[config.mk]
export PLATFORM = sky130hd
export DESIGN_NAME = ocr_rx_stream_packer_flat
export DESIGN_NICKNAME = d
export VERILOG_FILES = /design/src/rtl/ocr_rx_stream_packer_if.sv /design/src/rtl/ocr_rx_stream_packer.sv /design/src/flat_wrapper.sv
export SDC_FILE = /design/constraint.sdc
export NUM_CORES = 1
export LEC_CHECK = 0
export ABC_AREA = 1
export CAP_MARGIN = 20
export CORE_MARGIN = 10
export CORE_UTILIZATION = 46
export DETAILED_ROUTE_END_ITERATION = 12
export DONT_BUFFER_PORTS = 1
export HOLD_SLACK_MARGIN = 0.1
export PLACE_DENSITY_LB_ADDON = 0.25
export RECOVER_POWER = 100
export SLEW_MARGIN = 20
export SYNTH_ARGS = -nofsm -noshare
export SYNTH_HDL_FRONTEND = slang
export SYNTH_SLANG_ARGS = --single-unit
[constraint.sdc]
create_clock -name clk -period 2.7 [get_ports clk]
set_input_delay 0.675 -clock clk [delete_from_list [all_inputs] [get_ports clk]]
set_output_delay 0.675 -clock clk [all_outputs]
set_load 0.01 [all_outputs]
[src/rtl/ocr_rx_stream_packer_if.sv]
// Bundle of the OCR result input, the PIO word output handshake and the queue status lines.
// The packer uses the slave modport; whoever drives results and reads words uses master.
interface ocr_rx_stream_packer_if #(
    parameter int CHAR_WIDTH     = 8,
    parameter int MAX_OUT_L      = 16,
    parameter int PIO_DATA_WIDTH = 64,
    parameter int FIFO_DEPTH     = 4
);
    localparam int LEN_W = $clog2(MAX_OUT_L + 1);
    localparam int CNT_W = $clog2(FIFO_DEPTH + 1);

    logic                            ocr_valid;
    logic [MAX_OUT_L*CHAR_WIDTH-1:0] ocr_data;
    logic [LEN_W-1:0]                ocr_len;
    logic                            ocr_ready;
    logic                            pio_valid;
    logic                            pio_ready;
    logic [PIO_DATA_WIDTH-1:0]       pio_data;
    logic                            pio_last;
    logic [CNT_W-1:0]                fifo_count;
    logic [15:0]                     drop_cnt;

    modport master (
        output ocr_valid, ocr_data, ocr_len, pio_ready,
        input  ocr_ready, pio_valid, pio_data, pio_last, fifo_count, drop_cnt
    );

    modport slave (
        input  ocr_valid, ocr_data, ocr_len, pio_ready,
        output ocr_ready, pio_valid, pio_data, pio_last, fifo_count, drop_cnt
    );
endinterface

[src/rtl/ocr_rx_stream_packer.sv]
// Queues OCR result vectors and emits each as a NULL-terminated string packed first-char-in-MSB
// into PIO words. Define OCR_RX_CKSUM_EN to append an XOR/length checksum word to every string.
module ocr_rx_stream_packer #(
    parameter int                    CHAR_WIDTH     = 8,
    parameter int                    MAX_OUT_L      = 16,
    parameter int                    PIO_DATA_WIDTH = 64,
    parameter int                    FIFO_DEPTH     = 4,
    parameter logic [CHAR_WIDTH-1:0] NULL_CHAR      = 8'h00
) (
    input logic                   clk,
    input logic                   reset_n,
    ocr_rx_stream_packer_if.slave io
);
    localparam int CPW    = PIO_DATA_WIDTH / CHAR_WIDTH;
    localparam int LEN_W  = $clog2(MAX_OUT_L + 1);
    localparam int CNT_W  = $clog2(FIFO_DEPTH + 1);
    localparam int PTR_W  = $clog2(FIFO_DEPTH);
    localparam int DATA_W = MAX_OUT_L * CHAR_WIDTH;

`ifdef OCR_RX_CKSUM_EN
    typedef enum logic [1:0] {S_IDLE, S_LOAD, S_EMIT, S_CKSUM} state_t;
`else
    typedef enum logic [1:0] {S_IDLE, S_LOAD, S_EMIT} state_t;
`endif

    // Word k of the string: character k*CPW+j lands in slot j counted down from the MSBs.
    function automatic logic [PIO_DATA_WIDTH-1:0] pack_word(
        input logic [DATA_W-1:0] d,
        input logic [LEN_W-1:0]  len,
        input logic [LEN_W-1:0]  k
    );
        logic [PIO_DATA_WIDTH-1:0] w;
        int                        pos;
        w = '0;
        for (int j = 0; j < CPW; j++) begin
            pos = int'(k) * CPW + j;
            w[PIO_DATA_WIDTH-(j+1)*CHAR_WIDTH +: CHAR_WIDTH] = NULL_CHAR;
            for (int i = 0; i < MAX_OUT_L; i++) begin
                if ((i == pos) && (i < int'(len))) begin
                    w[PIO_DATA_WIDTH-(j+1)*CHAR_WIDTH +: CHAR_WIDTH] = d[i*CHAR_WIDTH +: CHAR_WIDTH];
                end else begin
                    w = w;
                end
            end
        end
        return w;
    endfunction

    function automatic logic [LEN_W-1:0] word_count(input logic [LEN_W-1:0] len);
        return LEN_W'((int'(len) + CPW) / CPW);
    endfunction

`ifdef OCR_RX_CKSUM_EN
    function automatic logic [PIO_DATA_WIDTH-1:0] cksum_word(
        input logic [DATA_W-1:0] d,
        input logic [LEN_W-1:0]  len
    );
        logic [PIO_DATA_WIDTH-1:0] w;
        logic [CHAR_WIDTH-1:0]     x;
        x = '0;
        for (int i = 0; i < MAX_OUT_L; i++) begin
            if (i < int'(len)) begin
                x = x ^ d[i*CHAR_WIDTH +: CHAR_WIDTH];
            end else begin
                x = x;
            end
        end
        w = '0;
        w[CHAR_WIDTH-1:0]            = x;
        w[2*CHAR_WIDTH-1:CHAR_WIDTH] = CHAR_WIDTH'(len);
        return w;
    endfunction
`endif

    logic [DATA_W-1:0]         q_data_r [FIFO_DEPTH];
    logic [LEN_W-1:0]          q_len_r  [FIFO_DEPTH];
    logic [PTR_W-1:0]          wr_ptr_r, rd_ptr_r;
    logic [CNT_W-1:0]          count_r, count_next_s;
    logic                      ocr_ready_r;
    logic [15:0]               drop_cnt_r;
    state_t                    state_r, state_next_s;
    logic [DATA_W-1:0]         work_data_r;
    logic [LEN_W-1:0]          work_len_r;
    logic [LEN_W-1:0]          idx_r, wcnt_r, idx_next_s;
    logic [PIO_DATA_WIDTH-1:0] pio_data_r;
    logic                      pio_last_r, pio_valid_r;
    logic                      full_s, push_s, drop_s, pop_s, last_word_s;
    logic [LEN_W-1:0]          in_len_s, head_len_s;
    logic [DATA_W-1:0]         head_data_s;

    // Fullness is judged on the pre-pop count, so a push arriving with a pop while full is still dropped.
    always_comb begin
        full_s       = (count_r == CNT_W'(FIFO_DEPTH));
        push_s       = io.ocr_valid && !full_s;
        drop_s       = io.ocr_valid && full_s;
        pop_s        = (state_r == S_LOAD);
        in_len_s     = (io.ocr_len > LEN_W'(MAX_OUT_L)) ? LEN_W'(MAX_OUT_L) : io.ocr_len;
        head_data_s  = q_data_r[rd_ptr_r];
        head_len_s   = q_len_r[rd_ptr_r];
        idx_next_s   = idx_r + LEN_W'(1);
        last_word_s  = (idx_r == (wcnt_r - LEN_W'(1)));
        count_next_s = count_r;
        if (push_s && !pop_s) begin
            count_next_s = count_r + CNT_W'(1);
        end else if (pop_s && !push_s) begin
            count_next_s = count_r - CNT_W'(1);
        end else begin
            count_next_s = count_r;
        end
    end

    // Result queue storage, pointers, occupancy, ready flag and saturating drop counter.
    always_ff @(posedge clk or negedge reset_n) begin
        if (!reset_n) begin
            for (int i = 0; i < FIFO_DEPTH; i++) begin
                q_data_r[i] <= '0;
                q_len_r[i]  <= '0;
            end
            wr_ptr_r    <= '0;
            rd_ptr_r    <= '0;
            count_r     <= '0;
            ocr_ready_r <= 1'b1;
            drop_cnt_r  <= 16'd0;
        end else begin
            if (push_s) begin
                q_data_r[wr_ptr_r] <= io.ocr_data;
                q_len_r[wr_ptr_r]  <= in_len_s;
                wr_ptr_r           <= wr_ptr_r + PTR_W'(1);
            end
            if (pop_s) begin
                rd_ptr_r <= rd_ptr_r + PTR_W'(1);
            end
            if (drop_s && (drop_cnt_r != 16'hFFFF)) begin
                drop_cnt_r <= drop_cnt_r + 16'd1;
            end
            count_r     <= count_next_s;
            ocr_ready_r <= (count_next_s != CNT_W'(FIFO_DEPTH));
        end
    end

    // Output sequencer next-state logic.
    always_comb begin
        state_next_s = state_r;
        case (state_r)
            S_IDLE: begin
                if (count_r != CNT_W'(0)) state_next_s = S_LOAD;
                else                      state_next_s = S_IDLE;
            end
            S_LOAD: state_next_s = S_EMIT;
            S_EMIT: begin
                if (io.pio_ready && last_word_s) begin
`ifdef OCR_RX_CKSUM_EN
                    state_next_s = S_CKSUM;
`else
                    state_next_s = (count_r != CNT_W'(0)) ? S_LOAD : S_IDLE;
`endif
                end else begin
                    state_next_s = S_EMIT;
                end
            end
`ifdef OCR_RX_CKSUM_EN
            S_CKSUM: begin
                if (io.pio_ready) state_next_s = (count_r != CNT_W'(0)) ? S_LOAD : S_IDLE;
                else              state_next_s = S_CKSUM;
            end
`endif
            default: state_next_s = S_IDLE;
        endcase
    end

    // State register.
    always_ff @(posedge clk or negedge reset_n) begin
        if (!reset_n) state_r <= S_IDLE;
        else          state_r <= state_next_s;
    end

    // Working string and registered PIO word; the next word is prepared on each handshake.
    always_ff @(posedge clk or negedge reset_n) begin
        if (!reset_n) begin
            work_data_r <= '0;
            work_len_r  <= '0;
            idx_r       <= '0;
            wcnt_r      <= '0;
            pio_data_r  <= '0;
            pio_last_r  <= 1'b0;
            pio_valid_r <= 1'b0;
        end else begin
            pio_valid_r <= (state_next_s == S_EMIT)
`ifdef OCR_RX_CKSUM_EN
                           || (state_next_s == S_CKSUM)
`endif
                           ;
            case (state_r)
                S_LOAD: begin
                    work_data_r <= head_data_s;
                    work_len_r  <= head_len_s;
                    idx_r       <= '0;
                    wcnt_r      <= word_count(head_len_s);
                    pio_data_r  <= pack_word(head_data_s, head_len_s, LEN_W'(0));
`ifdef OCR_RX_CKSUM_EN
                    pio_last_r  <= 1'b0;
`else
                    pio_last_r  <= (word_count(head_len_s) == LEN_W'(1));
`endif
                end
                S_EMIT: begin
                    if (io.pio_ready && !last_word_s) begin
                        idx_r      <= idx_next_s;
                        pio_data_r <= pack_word(work_data_r, work_len_r, idx_next_s);
`ifdef OCR_RX_CKSUM_EN
                        pio_last_r <= 1'b0;
`else
                        pio_last_r <= (idx_next_s == (wcnt_r - LEN_W'(1)));
`endif
                    end else if (io.pio_ready) begin
`ifdef OCR_RX_CKSUM_EN
                        pio_data_r <= cksum_word(work_data_r, work_len_r);
                        pio_last_r <= 1'b1;
`else
                        pio_data_r <= '0;
                        pio_last_r <= 1'b0;
`endif
                    end
                end
`ifdef OCR_RX_CKSUM_EN
                S_CKSUM: begin
                    if (io.pio_ready) begin
                        pio_data_r <= '0;
                        pio_last_r <= 1'b0;
                    end
                end
`endif
                default: begin
                    pio_last_r <= pio_last_r;
                end
            endcase
        end
    end

    assign io.ocr_ready  = ocr_ready_r;
    assign io.pio_valid  = pio_valid_r;
    assign io.pio_data   = pio_data_r;
    assign io.pio_last   = pio_last_r;
    assign io.fifo_count = count_r;
    assign io.drop_cnt   = drop_cnt_r;
endmodule

[src/flat_wrapper.sv]
// flat-port wrapper written by rule: the top's interface ports become plain ports
module ocr_rx_stream_packer_flat 
#(
    parameter int                    CHAR_WIDTH     = 8,
    parameter int                    MAX_OUT_L      = 16,
    parameter int                    PIO_DATA_WIDTH = 64,
    parameter int                    FIFO_DEPTH     = 4,
    parameter logic [CHAR_WIDTH-1:0] NULL_CHAR      = 8'h00
)
  (clk, reset_n, io_ocr_valid, io_ocr_data, io_ocr_len, io_pio_ready, io_ocr_ready, io_pio_valid, io_pio_data, io_pio_last, io_fifo_count, io_drop_cnt);
  ocr_rx_stream_packer_if #(.CHAR_WIDTH(CHAR_WIDTH), .MAX_OUT_L(MAX_OUT_L), .PIO_DATA_WIDTH(PIO_DATA_WIDTH), .FIFO_DEPTH(FIFO_DEPTH)) io_i ();
  input logic clk;
  input logic reset_n;
  input wire logic [$bits(io_i.ocr_valid)-1:0] io_ocr_valid;
  input wire logic [$bits(io_i.ocr_data)-1:0] io_ocr_data;
  input wire logic [$bits(io_i.ocr_len)-1:0] io_ocr_len;
  input wire logic [$bits(io_i.pio_ready)-1:0] io_pio_ready;
  output wire logic [$bits(io_i.ocr_ready)-1:0] io_ocr_ready;
  output wire logic [$bits(io_i.pio_valid)-1:0] io_pio_valid;
  output wire logic [$bits(io_i.pio_data)-1:0] io_pio_data;
  output wire logic [$bits(io_i.pio_last)-1:0] io_pio_last;
  output wire logic [$bits(io_i.fifo_count)-1:0] io_fifo_count;
  output wire logic [$bits(io_i.drop_cnt)-1:0] io_drop_cnt;
  assign io_i.ocr_valid = io_ocr_valid;
  assign io_i.ocr_data = io_ocr_data;
  assign io_i.ocr_len = io_ocr_len;
  assign io_i.pio_ready = io_pio_ready;
  assign io_ocr_ready = io_i.ocr_ready;
  assign io_pio_valid = io_i.pio_valid;
  assign io_pio_data = io_i.pio_data;
  assign io_pio_last = io_i.pio_last;
  assign io_fifo_count = io_i.fifo_count;
  assign io_drop_cnt = io_i.drop_cnt;
  ocr_rx_stream_packer #(.CHAR_WIDTH(CHAR_WIDTH), .MAX_OUT_L(MAX_OUT_L), .PIO_DATA_WIDTH(PIO_DATA_WIDTH), .FIFO_DEPTH(FIFO_DEPTH), .NULL_CHAR(NULL_CHAR)) u_core (.clk(clk), .reset_n(reset_n), .io(io_i));
endmodule
* After elaboration in Yosys (flattened, before gate mapping) *
Index checks and enable logic that the tools add are counted.
Widths: inputs -> output; s select.

storage, ports and cells
  register bits after elaboration = 767
  latch bits = 0
  RAM bits = 0
  memory bits (read-only) = 0
  input port bits = 137
  output and inout port bits = 86
  word-level logic and storage cells = 473
  memories kept = 0

cells by class
  add/subtract/negate cells = 16
  multiply operators = 0
  divide/modulo/power cells = 0
  order comparisons = 28
  equal/unequal tests = 117
  shift-type cells = 0
  muxes and demuxes = 148
  bitwise logic cells = 3
  reductions and logical operators = 140

operator list
  kind                   number
  $eq 5x32->1 const A    56
  $mux 8                 122
  $eq 4x32->1 const A    28
  $bwmux 512             1
  $eq 3x32->1 const A    14
  $mux 128               3
  $bmux 128 s2           1
  $demux 128 s2          1
  $logic_not 32->1       8
  $eq 2x32->1 const A    7
  $mux 64                2
  $pmux 64 s2            1
  $logic_and 1x1->1      122
  $lt 3x5->1 const A     8
  $lt 4x5->1 const A     8
  $add 8x3->9 const B    4
  $mux 5                 5
  $bwmux 20              1
  $lt 1x5->1 const A     4
  $lt 2x5->1 const A     4
  $add 8x2->9 const B    2
  $add 16x1->16 const B  1
  $ne 16x16->1 const B   1
  $bmux 5 s2             1
  other kinds (35)       47

* Logic depth before layout (Yosys ltp) *
Gate-level depths: netlist of run 1.

  depth in word-level cells = 22
  depth in mapped cells = 16
  gate-level depth less buffers = 15

* Worst setup path after synthesis of run 1 *
No wires, ideal clock.

  kind = register to register
  from = reg u_core.rd_ptr_r[0]
  to = reg u_core.pio_data_r[46], in the netlist u_core.io.pio_data[46]
  setup time = 0.121 ns
  arrival time = 2.160 ns
  required time = 2.579 ns
  slack = 0.419 ns
  cell stages (with the launch flop) = 15
  path buffers = 4
  cell sequence = dfrtp_1 -> buf_2 -> buf_2 -> clkbuf_1 -> o21ai_0 -> nand2_1 -> ha_1 -> inv_1 -> nor2_1 -> nand2_1 -> buf_2 -> nand3_1 -> nand2_1 -> inv_1 -> a21oi_1

between the ends
  word-level cells in the longest chain between the ends = 7

RTL lines
  item                                        RTL line                                                source
  start: declaration                          ocr_rx_stream_packer.sv:77                              logic [PTR_W-1:0] wr_ptr_r, rd_ptr_r;
  start signal: assignment                    ocr_rx_stream_packer.sv:131                             rd_ptr_r <= rd_ptr_r + PTR_W'(1);
  $not 2->3 (not written as such) (*)         ocr_rx_stream_packer.sv:98, ocr_rx_stream_packer.sv:99
  $bmux 5 s2                                  ocr_rx_stream_packer.sv:99                              head_len_s = q_len_r[rd_ptr_r];
  $mux 5 (not written as such) (2 in series)  ocr_rx_stream_packer.sv:99
  $lt 2x5->1                                  --
  $mux 8 (*)                                  ocr_rx_stream_packer.sv:39                              if ((i == pos) && (i < int'(len))) begin
  $pmux 64 s2 (*)                             ocr_rx_stream_packer.sv:193                             case (state_r)
  end signal: assignment                      ocr_rx_stream_packer.sv:199                             pio_data_r <= pack_word(head_data_s, head_len_s, LEN_W'(0));
  end signal: assignment                      ocr_rx_stream_packer.sv:209                             pio_data_r <= pack_word(work_data_r, work_len_r, idx_next_s);
  end: declaration                            ocr_rx_stream_packer.sv:85                              logic [PIO_DATA_WIDTH-1:0] pio_data_r;

Mark *: on every way between the ends. The rest lies on a longest branch, timed or not. The select of a mux whose other input is x is not followed.
A chain may end at the register's enable or synchronous reset.

* Final worst setup path of run 1 *
  from = reg u_core.idx_r[0]
  to = reg u_core.pio_data_r[0], in the netlist u_core.io.pio_data[0]

between the ends
  word-level cells in the longest chain between the ends = 22

RTL lines
  item                      RTL line                     source
  start: declaration        ocr_rx_stream_packer.sv:84   logic [LEN_W-1:0] idx_r, wcnt_r, idx_next_s;
  start signal: assignment  ocr_rx_stream_packer.sv:208  idx_r <= idx_next_s;
  $add 5x1->5               ocr_rx_stream_packer.sv:100  idx_next_s = idx_r + LEN_W'(1);
  $add 8x3->9               ocr_rx_stream_packer.sv:36   pos = int'(k) * CPW + j;
  $logic_not 32->1          ocr_rx_stream_packer.sv:39
  $logic_and 1x1->1         ocr_rx_stream_packer.sv:39
  $mux 8 (16 in series)     ocr_rx_stream_packer.sv:39
  $mux 64                   ocr_rx_stream_packer.sv:207  if (io.pio_ready && !last_word_s) begin
  $pmux 64 s2               ocr_rx_stream_packer.sv:193

Parallel ways exist; a longest one is shown, timed or not.

==> results of run 1 <==
## path summary, 6_finish.rpt
path | slack, ps | end | from | depth (start not counted)
worst max register to register | 260 | u_core.io.pio_data[0]$_DFFE_PN0P_ | u_core.idx_r[0]$_DFFE_PN0P_ | 10
worst max-delay path | 260 | u_core.io.pio_data[0]$_DFFE_PN0P_ | u_core.idx_r[0]$_DFFE_PN0P_ | 10
worst min register to register | 480 | u_core.q_data_r[437]$_DFFE_PN0P_ | u_core.q_data_r[437]$_DFFE_PN0P_ | 2
min in group clk | 240 | u_core.q_len_r[14]$_DFFE_PN0P_ | io_ocr_len[4] | 2
worst min-delay path | -220 | u_core.q_data_r[370]$_DFFE_PN0P_ | reset_n | 0
max in group asynchronous | 1260 | u_core.q_data_r[325]$_DFFE_PN0P_ | reset_n | 0
## final cells by class
class / count / area, um2 / share of cell area, %
inverter: 336 / 1270 / 3.34
clock buffer: 128 / 2550 / 6.68
clock inverter: 21 / 234 / 0.613
antenna: 4 / 10.0 / 0.0262
multi-input combinational: 2867 / 13100 / 34.3
sequential: 765 / 19200 / 50.2
timing repair buffer: 68 / 618 / 1.62
tap: 969 / 1210 / 3.18
## metal layers
| layer | vias up | part of all wire, % | global-route usage (%) |
|---|---|---|---|
| met5 | - | 0.013 | 0 |
| met4 | 2 | 3.5 | 8.99 |
| met3 | 156 | 7.6 | 6.51 |
| met2 | 701 | 47 | 36.5 |
| met1 | 13438 | 42 | 29.1 |
| li1 | 13558 | - | - |
## worst max-delay path, delay by kind of cell, from the launching register on
family | cells | cell delay [ps]
adders and majority gates | 1 | 250
and+or+nand+nor | 7 | 1160
buffers and inverters | 1 | 300
AOI/OAI and AO/OA | 1 | 140
DFF | 1 | 470
## registers in the layout, summed over array words and instances, names as in the netlist
signal and flops:
u_core.rd_ptr_r 2, u_core.io.pio_valid 1, u_core.io.fifo_count 3, u_core.wr_ptr_r 2, u_core.work_len_r 5, u_core.work_data_r 128
u_core.io.ocr_ready 1, u_core.io.pio_last 1, u_core.io.drop_cnt 16, u_core.q_data_r 512, u_core.io.pio_data 64, u_core.state_r 2
u_core.idx_r 5, u_core.wcnt_r 3, u_core.q_len_r 20
## kinds of logic (layout without fill, tap and decap cells)
kind of cell             count (synthesis)  count (layout)  share of synthesized area [%]
AO/OA/AOI/OAI                         1073            1073                           16.1
XOR/XNOR                                23              23                          0.580
adder cells (fa/ha/maj)                 19              19                          0.684
buffers and inverters                  615             553                           7.17
flip-flops                             765             765                           55.1
other                                    0               4                              0
AND/OR/NAND/NOR                       1752            1752                           20.3
## cells in the final DEF (no fill, tap or decap), types with 3 or more instances in the layout
| cell type | instances |
|---|---|
| nand4_1 | 14 |
| o22ai_1 | 73 |
| nand2_4 | 6 |
| o21ai_0 | 862 |
| o21ai_1 | 4 |
| nand3_1 | 280 |
| buf_4 | 27 |
| bufinv_16 | 4 |
| clkbuf_16 | 86 |
| a21oi_1 | 92 |
| clkbuf_2 | 9 |
| buf_6 | 4 |
| nand2_2 | 4 |
| ha_1 | 18 |
| inv_2 | 5 |
| inv_1 | 327 |
| clkinv_2 | 11 |
| xnor2_1 | 8 |
| nor2_1 | 327 |
| a31oi_1 | 16 |
| diode_2 | 4 |
| dfrtp_1 | 762 |
| o31ai_1 | 8 |
| buf_2 | 5 |
| nor3_1 | 3 |
| clkbuf_1 | 24 |
| o22a_1 | 8 |
| xor2_1 | 15 |
| buf_12 | 12 |
| inv_6 | 4 |
| clkbuf_8 | 24 |
| clkbuf_4 | 5 |
| nand2_1 | 1114 |
## report_power, final
group | switching (W) | internal, W | total (W)
combinational | 0.0144 | 0.00699 | 0.0214
clock | 0.00473 | 0.00688 | 0.0116
sequential | 0.00355 | 0.0168 | 0.0203
total | 0.0227 | 0.0307 | 0.0534
## through the flow
step	util [%]	cell area [um2]	setup slack [ps]	hold WS [ps]
2_1_floorplan	-	34700	419	379
3_3_place_gp	47.7	35700	424	435
3_5_place_dp	47.7	35700	374	434
4_1_cts	51.5	38400	383	-238
5_1_grt	51.1	38200	48.2	-245
6_report	51.1	38200	258	-216
==> metrics.md, run 1 <==
| Metric | Value |
|---|---|
| Power Dens Cells | 1400 nW/um2 |
| Layout area overhead | 9.86% |
| Core area | ~75,000 um2 |
| Chip height | about 300 um |
| Synthesized cell area | between 30,000 and 40,000 um2 |
| First-pass DRT Iterations | 5 |
| Design Power | 0.0534 W |
| Total wire length | 100,000 um |
| Area contributors post-synth | dfrtp_1 55%, o21ai_0 12%, nand2_1 12% |
| Crit path cell chain | ha_1 -> nand3_1 -> nand2_1 -> nand3_1 -> nor2_8 -> buf_12 -> nand2_1 -> nand2_1 -> nand3_1 -> a21oi_1 |
| Clock Path Buffers | 3 |
| MaxCap Viol Count | 0 |
| Worst-Margin Slew | between 2000 and 2500 ps |
| Synth top area share | a little under three fifths |
| Layout Skew | roughly 24 ps |
| Hold slack | -216 ps |
| Hold Fails Final Rpt | 394 |
| Setup Crit Path Kind | reg2reg |
| Layout cell share with drive strength beyond 1 | 5.30% |
| CTS clk-pin slew, worst paths | around 60 ps |
| #FFs+latches synth | 765 |
| # fillers | 7,128 |
| Post-DRT Antenna Nets | 0 |
| Leading area contributor after synthesis | dfrtp_1 |
| Wirelength per Cell | 19.4 um |
| Total clock sinks | 765 |
| Site Rows | 100 |
| Final setup TNS | 0 ps |
| Antenna violations before repair | 6 |
| GRT Util Overall | 22.9% |
| TritonCTS buffer count | 84 |
| I/O pin total | around 220 |
| Worst Setup End Kind | register |
| Most common cell in the synthesized netlist | nand2_1 |
| Crit Path Max Fanout | 69 |
| Synthesized instance count | 4,247 |
| Post-Place Cells | 5,005 |
| Input/output buffers | 0 |
| Async set or reset register ratio after synthesis | 100% |
| CTS tree | done |
| Post-DR vias/cell | 5.40 |
| Chip width | 295 um |
| Post-synth EDFFs | 0 |
| Seq/Total Area, Yosys | 55.1% |
| Post-CTS Resized | 0 |
| Critical path arrival | approximately 3000 ps |
| Max-Slew Margin vs Limit | -42.1% |
| VDD IR max | 0.830 mV |
| Worst-Skew Late Latency | about 640 ps |
| Post CTS Setup Buffer Count | 0 |
| GRT overflow | 0 |
| Slew Limit Fails | between 200 and 300 |
| Global-route wire length before repair | roughly 160,000 um |
| Via Count | 27,855 |
| Top_reg_cell synth | dfrtp_1 |
| DRC Markers | 0 |
| Initial core utilization | 46.5% |
| Minimum clock period | 2440 ps |
| CP peak stage delay | 470 ps |
| Static leakage | 18.5 nW |
| RSZ-0062 raised after global routing | no |
| Min-Delay Path Class | in2async |
| Final cell count without fillers | just over 5,000 |
| Failing checks | negative hold slack, max-slew violations |
| Setup violations, final | 0 |
| Pin count of the biggest net entering global routing | 766 |
| Status | finished with violations |
| GPL Wtd Cong | a little over 0.9 |
| Mean Syn Cell Area | 8.18 um2 |
| Htree depth | 3 |
| Syn nets | approximately 4,400 |
| DR iter-0 viols | about 2,300 |
| CP max-delay cell | dfrtp_1 |
| Layout net count | 4,278 |
| Die area | 86,900 um2 |
| Crit path launch type | register |
| Period utilisation layout | 90.4% |
| Top cells by count, synth | 1,115 x nand2_1, 839 x o21ai_0, 764 x dfrtp_1 |
| Detailed Place HPWL | 63,100 um |
| Yosys warns | 0 |
| Req. time, crit path | ~3200 ps |
| Vias in the first global route | 26,860 |
| Netlist cell types | 42 |
| Root Buffer | clkbuf_16 |
| Fmax | 409 MHz |
(Power assumes the default switching activity.)
==> run 2: changes to the inputs <==
- REMOVE_ABC_BUFFERS: not set -> 1
==> metrics.md, run 2 (synthesized netlist as in run 1, its figures left out) <==
| Metric | Value |
|---|---|
| Core area | 74,700 um2 (unchanged) |
| Min-Delay Path Class | in2async (unchanged) |
| Max FFs per register | 512 (unchanged) |
| Most frequent cells in the layout | 1,111 x nand2_1, 863 x o21ai_0, 762 x dfrtp_1 (was 1,114 x nand2_1, 862 x o21ai_0, 762 x dfrtp_1) |
| Input/output buffers | 0 (unchanged) |
| Setup Crit Path Kind | reg2reg (unchanged) |
| Initial core utilization | 46.5% (unchanged) |
| Top reg by flops | u_core.q_data_r (unchanged) |
| Antenna violations before repair | 12 (was 6) |
| Crit Path Max Fanout | 24 (was 69) |
| Sequential share of power | 38.0% (was 38.1%) |
| R2r startpoint | u_core.rd_ptr_r[0]$_DFFE_PN0P_ (was u_core.idx_r[0]$_DFFE_PN0P_) |
| Hold slack | -271 ps (was -216 ps) |
| Fin util | 51.3% (was 51.1%) |
| GPL Wtd Cong | 0.846 (was 0.906) |
| GRT overflow | 0 (unchanged) |
| Post-DRT Antenna Nets | 0 (unchanged) |
| Minimum clock period | 2440 ps (about the same) |
| Reg-to-reg slack, setup | 260 ps (about the same) |
| VDD IR max | 0.884 mV (was 0.830 mV) |
| Post CTS Setup Buffer Count | 0 (unchanged) |
| Critical path arrival | 2970 ps (was 2990 ps) |
| Status | finished with violations (unchanged) |
| RSZ-0062 raised after global routing | no (unchanged) |
| Chip height | 295 um (unchanged) |
| First-pass DRT Iterations | 6 (was 5) |
| Total wire length | 96,700 um (was 100,000 um) |
| Layout net count | 4,281 (was 4,278) |
| Static leakage | 18.5 nW (about the same) |
| Final cell count without fillers | 5,168 (was 5,158) |
| Total clock sinks | 765 (unchanged) |
| Site Rows | 100 (unchanged) |
| Placed Instance Area | 35,600 um2 (was 35,700 um2) |
| Vias in the first global route | 27,250 (was 26,860) |
| MaxCap Viol Count | 1 (was 0) |
| Setup violations, final | 0 (unchanged) |
| Final setup TNS | 0 ps (unchanged) |
| Failing checks | negative hold slack, max-capacitance violations, max-slew violations (was negative hold slack, max-slew violations) |
| Post-CTS Resized | 0 (unchanged) |
| DRC Markers | 0 (unchanged) |
| Design Power | 0.0532 W (was 0.0534 W) |
| Wirelength per Cell | 18.7 um (was 19.4 um) |
| Layout Skew | 18.7 ps (was 23.9 ps) |
| Crit path launch type | register (unchanged) |
| Detailed Place HPWL | 59,400 um (was 63,100 um) |
| Power Dens Cells | 1390 nW/um2 (was 1400 nW/um2) |
| Finished layout cell area | 38,300 um2 (was 38,200 um2) |
| Chip width | 295 um (unchanged) |
| Worst-Margin Slew | 1620 ps (was 2130 ps) |
| GRT Util Overall | 22.1% (was 22.9%) |
| Layout area overhead | 10.2% (was 9.86%) |
| Req. time, crit path | 3230 ps (was 3240 ps) |
| # fillers | 7,177 (was 7,128) |
| CTS clk-pin slew, worst paths | 60 ps (about the same) |
| Post-Place Cells | 5,006 (was 5,005) |
| Post-DR vias/cell | 5.41 (was 5.40) |
| Root Buffer | clkbuf_16 (unchanged) |
| Period utilisation layout | 90.5% (was 90.4%) |
| Slew Limit Fails | 183 (was 292) |
| Switching power | 0.0226 W (was 0.0227 W) |
| Internal power | 0.0306 W (was 0.0307 W) |
| Clock network fraction of design power | 21.8% (was 21.7%) |
| Worst Setup End Kind | register (unchanged) |
| Worst-Skew Late Latency | 650 ps (was 640 ps) |
| DR iter-0 viols | 2,329 (was 2,286) |
| Pin count of the biggest net entering global routing | 766 (unchanged) |
| Gate power share | 40.1% (about the same) |
| Reg2Reg Depth | 11 (was 10) |
| FF-to-FF End | u_core.io.pio_data[60]$_DFFE_PN0P_ (was u_core.io.pio_data[0]$_DFFE_PN0P_) |
| I/O pin total | 223 (unchanged) |
| TritonCTS buffer count | 82 (was 84) |
| Global-route wire length before repair | 154,000 um (was 157,000 um) |
| Most common cell after layout, fill and taps aside | nand2_1 (unchanged) |
| Fmax | 409 MHz (about the same) |
| Clock Path Buffers | 3 (unchanged) |
| Layout cell share with drive strength beyond 1 | 5.70% (was 5.30%) |
| Hold Fails Final Rpt | 102 (was 394) |
| Via Count | 27,965 (was 27,855) |
| CTS tree | done (unchanged) |
| Die area | 86,900 um2 (unchanged) |
| Max-Slew Margin vs Limit | -8.04% (was -42.1%) |
| Htree depth | 3 (unchanged) |
| Sw Share | 42.5% (was 42.6%) |
-- run 2: how the worst max path moves through the flow --
stage,start,endpoint,slack [ps],cells after the start
after floorplan,u_core.rd_ptr_r[0]$_DFFE_PN0P_,u_core.io.pio_data[16]$_DFFE_PN0P_,-6130,8
after global placement,u_core.idx_r[0]$_DFFE_PN0P_,u_core.io.pio_data[5]$_DFFE_PN0P_,380,11
after detailed placement,u_core.idx_r[0]$_DFFE_PN0P_,u_core.io.pio_data[36]$_DFFE_PN0P_,340,11
after CTS,u_core.idx_r[0]$_DFFE_PN0P_,u_core.io.pio_data[35]$_DFFE_PN0P_,320,11
after global routing,u_core.io.fifo_count[0]$_DFF_PN0_,u_core.q_data_r[132]$_DFFE_PN0P_,60,8
final,u_core.rd_ptr_r[0]$_DFFE_PN0P_,u_core.io.pio_data[60]$_DFFE_PN0P_,260,11
-- run 2: per-layer routing --
metal | share of wire (%) | global-route usage [%]
met5 | 0.066 | 0
met1 | 43 | 28.3
met3 | 6.7 | 5.42
met2 | 48 | 36.1
met4 | 2.8 | 7.78
-- run 2: layout make-up --
cell class,count,area [um2],area share (%)
Tap cell,969,1210,3.17
Clock buffer,122,2440,6.38
Multi-Input combinational cell,2867,13100,34.3
Sequential cell,765,19100,50.0
Inverter,336,1270,3.33
Antenna cell,6,15.0,0.0392
Clock inverter,30,363,0.948
Timing Repair Buffer,73,714,1.87
-- run 2: power groups by stage --
stage	combinational (W)	clock [W]	sequential, W
2_1_floorplan	0.0144	0	0.0197
3_3_place_gp	0.0210	0	0.0203
3_5_place_dp	0.0215	0	0.0204
4_1_cts	0.0216	0.0118	0.0202
5_1_grt	0.0245	0.0123	0.0209
6_report	0.0214	0.0116	0.0203
-- run 2: stage by stage --
stage,setup WS [ps],hold WS (ps)
after floorplan,-6130,379
after global placement,384,430
after detailed placement,335,427
after CTS,320,-254
after global routing,61.7,-294
final,256,-271
-- run 2: worst max-delay path, stage by stage, from the launching register on --
cell and delay, ps:
dfrtp_2 610, a21oi_1 220, o21ai_0 100, nand2_1 130, ha_1 300, inv_1 60, nor2_1 170, nand2_1 350
nand3_1 170, nand2_1 60, inv_1 80, a21oi_1 70
